<file path="src/rtl/clock_switch_ctrl.sv">
// Crypto clock source switch sequencer (usb_clk domain).
// Accepts a source/out-enable request, stalls the crypto core, optionally
// proves the external clock is alive, moves the mux select, waits for the
// mux output to settle and only then re-opens the CW clock output.
//
// state   | meaning
// --------+---------------------------------------------------------------
// IDLE    | ready for a request, crypto core running
// QUIESCE | hold asserted, waiting for the crypto core to go idle
// CHECK   | counting heartbeat edges of the external clock, bounded by timeout
// SWITCH  | select applied, waiting SETTLE_CYCLES for the mux to settle
// RELEASE | one cycle: done pulse, hold dropped, clock output re-enabled
module clock_switch_ctrl #(
    parameter int unsigned SETTLE_CYCLES  = 16,
    parameter int unsigned TIMEOUT_CYCLES = 1024,
    parameter int unsigned MIN_EDGES      = 4
) (
    input  logic usb_clk,
    input  logic reset,
    input  logic I_req_valid,
    input  logic I_req_src,
    input  logic I_req_out_en,
    output logic O_req_ready,
    input  logic I_crypto_busy,
    input  logic I_ext_heartbeat,
    output logic O_cclk_sel,
    output logic O_cclk_out_en,
    output logic O_crypto_hold,
    output logic O_done,
    output logic O_err
);

    typedef enum logic [2:0] {
        ST_IDLE    = 3'd0,
        ST_QUIESCE = 3'd1,
        ST_CHECK   = 3'd2,
        ST_SWITCH  = 3'd3,
        ST_RELEASE = 3'd4
    } state_t;

    // Settle timer is a down-counter loaded on entry to SWITCH.
    localparam logic [7:0]  SETTLE_LOAD  = 8'(SETTLE_CYCLES - 1);
    localparam logic [15:0] TIMEOUT_LAST = 16'(TIMEOUT_CYCLES - 1);
    localparam logic [3:0]  EDGE_TARGET  = 4'(MIN_EDGES);

    state_t      r_state;
    state_t      w_state_nxt;

    logic        r_req_src;
    logic        r_req_out_en;
    logic        r_prev_out_en;
    logic        r_hb_prev;
    logic [3:0]  r_edge_cnt;
    logic [15:0] r_cyc_cnt;
    logic [7:0]  r_settle_cnt;

    logic        r_sel;
    logic        r_out_en;
    logic        r_hold;
    logic        r_done;
    logic        r_err;
    logic        r_ready;

    logic        w_accept;
    logic        w_hb_edge;
    logic [3:0]  w_edge_nxt;
    logic [15:0] w_cyc_nxt;
    logic [7:0]  w_settle_nxt;
    logic        w_sel_nxt;
    logic        w_out_en_nxt;
    logic        w_hold_nxt;
    logic        w_done_nxt;
    logic        w_err_nxt;
    logic        w_ready_nxt;

    assign w_accept  = I_req_valid && r_ready;
    assign w_hb_edge = I_ext_heartbeat ^ r_hb_prev;

    // State register.
    always_ff @(posedge usb_clk or posedge reset) begin
        if (reset) begin
            r_state <= ST_IDLE;
        end else begin
            r_state <= w_state_nxt;
        end
    end

    // Next-state, next-output and counter decode.
    always_comb begin
        w_state_nxt  = r_state;
        w_edge_nxt   = r_edge_cnt;
        w_cyc_nxt    = r_cyc_cnt;
        w_settle_nxt = r_settle_cnt;
        w_sel_nxt    = r_sel;
        w_out_en_nxt = r_out_en;
        w_hold_nxt   = r_hold;
        w_done_nxt   = 1'b0;
        w_err_nxt    = r_err;

        case (r_state)
            ST_IDLE: begin
                w_hold_nxt = 1'b0;
                if (w_accept) begin
                    w_state_nxt  = ST_QUIESCE;
                    w_hold_nxt   = 1'b1;
                    w_out_en_nxt = 1'b0;
                    w_err_nxt    = 1'b0;
                end
            end

            ST_QUIESCE: begin
                w_hold_nxt   = 1'b1;
                w_out_en_nxt = 1'b0;
                if (!I_crypto_busy) begin
                    if (r_req_src) begin
                        w_state_nxt = ST_CHECK;
                        w_edge_nxt  = 4'd0;
                        w_cyc_nxt   = 16'd0;
                    end else begin
                        w_state_nxt  = ST_SWITCH;
                        w_sel_nxt    = 1'b0;
                        w_settle_nxt = SETTLE_LOAD;
                    end
                end
            end

            ST_CHECK: begin
                w_hold_nxt   = 1'b1;
                w_out_en_nxt = 1'b0;
                // Enough edges beats the timeout when both land together.
                if (r_edge_cnt == EDGE_TARGET) begin
                    w_state_nxt  = ST_SWITCH;
                    w_sel_nxt    = 1'b1;
                    w_settle_nxt = SETTLE_LOAD;
                end else if (r_cyc_cnt == TIMEOUT_LAST) begin
                    w_state_nxt  = ST_RELEASE;
                    w_err_nxt    = 1'b1;
                    w_done_nxt   = 1'b1;
                    w_hold_nxt   = 1'b0;
                    w_out_en_nxt = r_prev_out_en;
                end else begin
                    w_edge_nxt = r_edge_cnt + {3'b000, w_hb_edge};
                    w_cyc_nxt  = r_cyc_cnt + 16'd1;
                end
            end

            ST_SWITCH: begin
                w_hold_nxt   = 1'b1;
                w_out_en_nxt = 1'b0;
                if (r_settle_cnt == 8'd0) begin
                    w_state_nxt  = ST_RELEASE;
                    w_done_nxt   = 1'b1;
                    w_hold_nxt   = 1'b0;
                    w_out_en_nxt = r_req_out_en;
                end else begin
                    w_settle_nxt = r_settle_cnt - 8'd1;
                end
            end

            ST_RELEASE: begin
                w_state_nxt = ST_IDLE;
                w_hold_nxt  = 1'b0;
            end

            default: begin
                w_state_nxt  = ST_IDLE;
                w_hold_nxt   = 1'b0;
                w_out_en_nxt = 1'b0;
            end
        endcase

        w_ready_nxt = (w_state_nxt == ST_IDLE);
    end

    // Request capture: source, out-enable and the out-enable to restore on failure.
    always_ff @(posedge usb_clk or posedge reset) begin
        if (reset) begin
            r_req_src     <= 1'b0;
            r_req_out_en  <= 1'b0;
            r_prev_out_en <= 1'b0;
        end else if (w_accept) begin
            r_req_src     <= I_req_src;
            r_req_out_en  <= I_req_out_en;
            r_prev_out_en <= r_out_en;
        end
    end

    // Heartbeat history and the CHECK / SWITCH counters.
    always_ff @(posedge usb_clk or posedge reset) begin
        if (reset) begin
            r_hb_prev    <= 1'b0;
            r_edge_cnt   <= 4'd0;
            r_cyc_cnt    <= 16'd0;
            r_settle_cnt <= 8'd0;
        end else begin
            r_hb_prev    <= I_ext_heartbeat;
            r_edge_cnt   <= w_edge_nxt;
            r_cyc_cnt    <= w_cyc_nxt;
            r_settle_cnt <= w_settle_nxt;
        end
    end

    // Registered outputs.
    always_ff @(posedge usb_clk or posedge reset) begin
        if (reset) begin
            r_sel    <= 1'b0;
            r_out_en <= 1'b0;
            r_hold   <= 1'b0;
            r_done   <= 1'b0;
            r_err    <= 1'b0;
            r_ready  <= 1'b1;
        end else begin
            r_sel    <= w_sel_nxt;
            r_out_en <= w_out_en_nxt;
            r_hold   <= w_hold_nxt;
            r_done   <= w_done_nxt;
            r_err    <= w_err_nxt;
            r_ready  <= w_ready_nxt;
        end
    end

    assign O_req_ready   = r_ready;
    assign O_cclk_sel    = r_sel;
    assign O_cclk_out_en = r_out_en;
    assign O_crypto_hold = r_hold;
    assign O_done        = r_done;
    assign O_err         = r_err;

endmodule

</file>
<file path="config.mk">
export PLATFORM = sky130hd
export DESIGN_NAME = clock_switch_ctrl
export DESIGN_NICKNAME = d
export VERILOG_FILES = /design/src/rtl/clock_switch_ctrl.sv
export SDC_FILE = /design/constraint.sdc
export NUM_CORES = 1
export LEC_CHECK = 0
export CAP_MARGIN = 40
export CORE_AREA = 4 4 80 82
export DETAILED_ROUTE_END_ITERATION = 10
export DIE_AREA = 0 0 84 86
export PLACE_DENSITY = 0.66
export SYNTH_ARGS = -nofsm -noshare
export SYNTH_HDL_FRONTEND = slang
export SYNTH_SLANG_ARGS = --single-unit
</file>
<file path="constraint.sdc">
create_clock -name usb_clk -period 2.8 [get_ports usb_clk]
set_input_delay 0.7 -clock usb_clk [delete_from_list [all_inputs] [get_ports usb_clk]]
set_output_delay 0.7 -clock usb_clk [all_outputs]
set_load 0.02 [all_outputs]
</file>
==> flow_metrics.py <==
metrics = {
    "status": {
        "outcome": "completed",
    },
    "die": {
        "die_h_um": 86,
        "rows": 28,
        "io_pins": 13,
        "die_area_um2": 7220,
        "fp.dieW_um": 84,
        "core_um2": 5750,
        "start_util_pct": 38.2,
    },
    "yosys": {
        "ys_warn_count": 0,
        "synth_ff_type": "dfrtp_1",
        "synthCells": 218,
        "post_synth.cell_area_avg_um2": 10.1,
        "synth.yosys.seq_area_share_pct": 46.9,
        "synth_area_um2": 2190,
        "ys_types": 52,
        "synth_edf_count": 0,
        "ys_ff_latch": 41,
        "ys_async_sr_fraction_pct": 100,
        "syn_nets": 229,
    },
    "global_routing": {
        "grt_pass1_wl_um": 7940,
        "antenna_found_initial": 0,
        "track_usage_pct": 13.7,
        "grt_overflow": 0,
        "grt_pass1_vias": 1628,
        "grt_max_degree": 42,
    },
    "place": {
        "io_buffer_count": 12,
        "dp_hpwl_um": 3120,
        "place_congestion": 0.795,
        "dpl_worst_slack_ps": 289,
    },
    "critical_path": {
        "cp-end-kind": "flop",
        "r2r-end": "r_edge_cnt[3]$_DFFE_PP0P_",
        "cp_max_fo": 15,
        "r2r_slack_ps": 590,
        "cp-start-kind": "flop",
        "reg2reg_from": "r_cyc_cnt[10]$_DFFE_PP0P_",
        "rr_worst_depth": 5,
        "cp.arrival_ps": 2390,
        "critPathRequiredTime_ps": 2980,
        "critical_path_class": "flop to flop",
    },
    "cells_and_area": {
        "finalCoreUtilization_pct": 43.7,
        "nets": 246,
        "area_growth_pct": 14.4,
        "final_cell_mix": "dfrtp_1 (40), nor2_1 (25), nand2_1 (13), xnor2_1 (12), clkdlybuf4s50_1 (12)",
        "diodes": 0,
        "drive_above_1_share_pct": 14.0,
        "final_common_cell": "dfrtp_1",
    },
    "drt": {
        "drc_errors": 0,
        "via_count": 1691,
        "antenna_left": 0,
        "totalWireLength_um": 4450,
        "first_pass_iters": 5,
        "viasPerCell": 5.44,
        "wl_per_cell_um": 14.3,
        "drtIter0Drc": 107,
    },
    "sta": {
        "tns_ps": 0,
        "clock-skew-final_ps": 9.46,
        "rsz0062_at_grt": "no",
        "finalCritPeriodShare_pct": 78.9,
        "slew_viol_final": 0,
        "setup_viol": 0,
        "worst_pin_slew_ps": 661,
        "period_needed_ps": 2210,
        "maxSlewHeadroom_pct": 55.5,
        "clock.fmax_mhz": 453,
        "final.setup.worst_slack_ps": 590,
        "hold_viol_final": 0,
    },
    "job": {
        "max_cap_viol_count": 0,
    },
    "hold_path": {
        "whs_path_depth": 1,
        "hold_class": "flop to flop",
        "min_from": "r_req_out_en$_DFFE_PP0P_",
        "min_to": "O_cclk_out_en$_DFFE_PP0P_",
    },
    "cts": {
        "postCtsSetupBuffers": 0,
        "postCtsResizedCells": 0,
        "cts_buffer_depth": 2,
        "clkSinkCount": 41,
        "insertion_delay_ps": 300,
        "cts_tree": "built",
        "holdBufCountCts": 0,
        "numCtsBuffers": 5,
        "htreeDepth": 2,
        "clock-root-buffer": "clkbuf_8",
        "cts.clk_slew.worst_paths_ps": 80,
    },
    "power": {
        "leakagePower_nw": 1.03,
        "ir_worst_vdd_mv": 0.394,
        "cellPowerDensity_nw_per_um2": 925,
    },
}
Yosys cell counts, drive strengths merged, types with 2 or more instances:
master	instances	area (um2)
a21oi	7	35.0
a22o	3	26.3
a2bb2oi	2	17.5
and4	2	17.5
buf	3	21.3
clkbuf	4	15.0
dfrtp	40	1000
ha	4	50.1
inv	7	26.3
mux2	4	45.0
nand2	13	48.8
nand2b	2	12.5
nand3	8	40.0
nand4	5	31.3
nor2	25	93.8
nor3	9	50.1
nor3b	4	35.0
nor4	4	25.0
nor4b	3	32.5
o211ai	3	22.5
o21ai	11	66.3
o31ai	5	37.5
or2	4	25.0
or3	5	31.3
or3b	3	28.8
or4	6	52.6
xnor2	12	105
xor2	4	35.0
layout make-up:
| cell class | instances | area [um2] |
|---|---|---|
| repair buffers | 17 | 158 |
| inverters | 7 | 26.3 |
| fillers | 586 | 3240 |
| multi-input cells | 163 | 1100 |
| clock buffers | 7 | 96.3 |
| well taps | 75 | 93.8 |
| flip-flops and latches | 41 | 1030 |
| clock inverters | 1 | 5.00 |
metrics by stage:
stage / power [mW] / hold slack (ps) / area (um2) / std cells
final: 2.32 / 517 / 2510 / 311
after global routing: 2.52 / 540 / 2510 / 311
after CTS: 2.34 / 519 / 2510 / 311
after detailed placement: 1.90 / 494 / 2410 / 303
after global placement: 1.88 / 491 / 2410 / 303
after floorplan: 1.66 / 474 / 2190 / 218
how the worst max path moves through the flow:
stage                                    from                          end  slack (ps)  cells past startpoint
global placement                I_crypto_busy     r_cyc_cnt[7]$_DFFE_PP0P_         320                      6
floorplan           r_cyc_cnt[10]$_DFFE_PP0P_     r_cyc_cnt[9]$_DFFE_PP0P_         780                      6
detailed placement              I_crypto_busy     r_cyc_cnt[9]$_DFFE_PP0P_         290                      6
CTS                 r_cyc_cnt[10]$_DFFE_PP0P_     r_cyc_cnt[9]$_DFFE_PP0P_         580                      5
finish              r_cyc_cnt[10]$_DFFE_PP0P_    r_edge_cnt[3]$_DFFE_PP0P_         590                      5
global route                    I_crypto_busy  r_settle_cnt[7]$_DFFE_PP0P_         350                      7
metal layers:
layer	share of wire (%)	global-route usage [%]	routed length, um
met1	49	18.9	2180
met2	44	20.6	1980
met3	4.7	3.55	209
met4	1.8	5.26	81
met5	0	0	0
logic make-up (layout without fill, tap and decap cells):
group,count (synthesis),in the layout,share of synthesized area (%)
DFF,41,41,46.9
and+or+nand+nor,96,96,25.0
xor gates and xnor gates,16,16,6.39
adders and majority gates,4,4,2.28
AOI/OAI and AO/OA,42,42,14.1
muxes,5,5,2.51
buffers and inverters,14,32,2.85
power breakdown:
group	internal, mW	switching, mW
Sequential	0.786	0.220
Combinational	0.415	0.473
Clock	0.223	0.204
state kept, by name (all words and copies together), names as in the netlist:
signal         count
r_cyc_cnt         16
r_settle_cnt       8
r_edge_cnt         4
r_state            3
O_cclk_out_en      1
O_cclk_sel         1
O_crypto_hold      1
O_done             1
O_err              1
O_req_ready        1
r_hb_prev          1
r_prev_out_en      1
r_req_out_en       1
r_req_src          1
critical path, cell delays in order (launching register included):
cell     delay [ps]
dfrtp_1         430
or4_4           560
or4_4           550
o21ai_4         330
or3_1           170
a21oi_1          60
(Power assumes the default switching activity.)
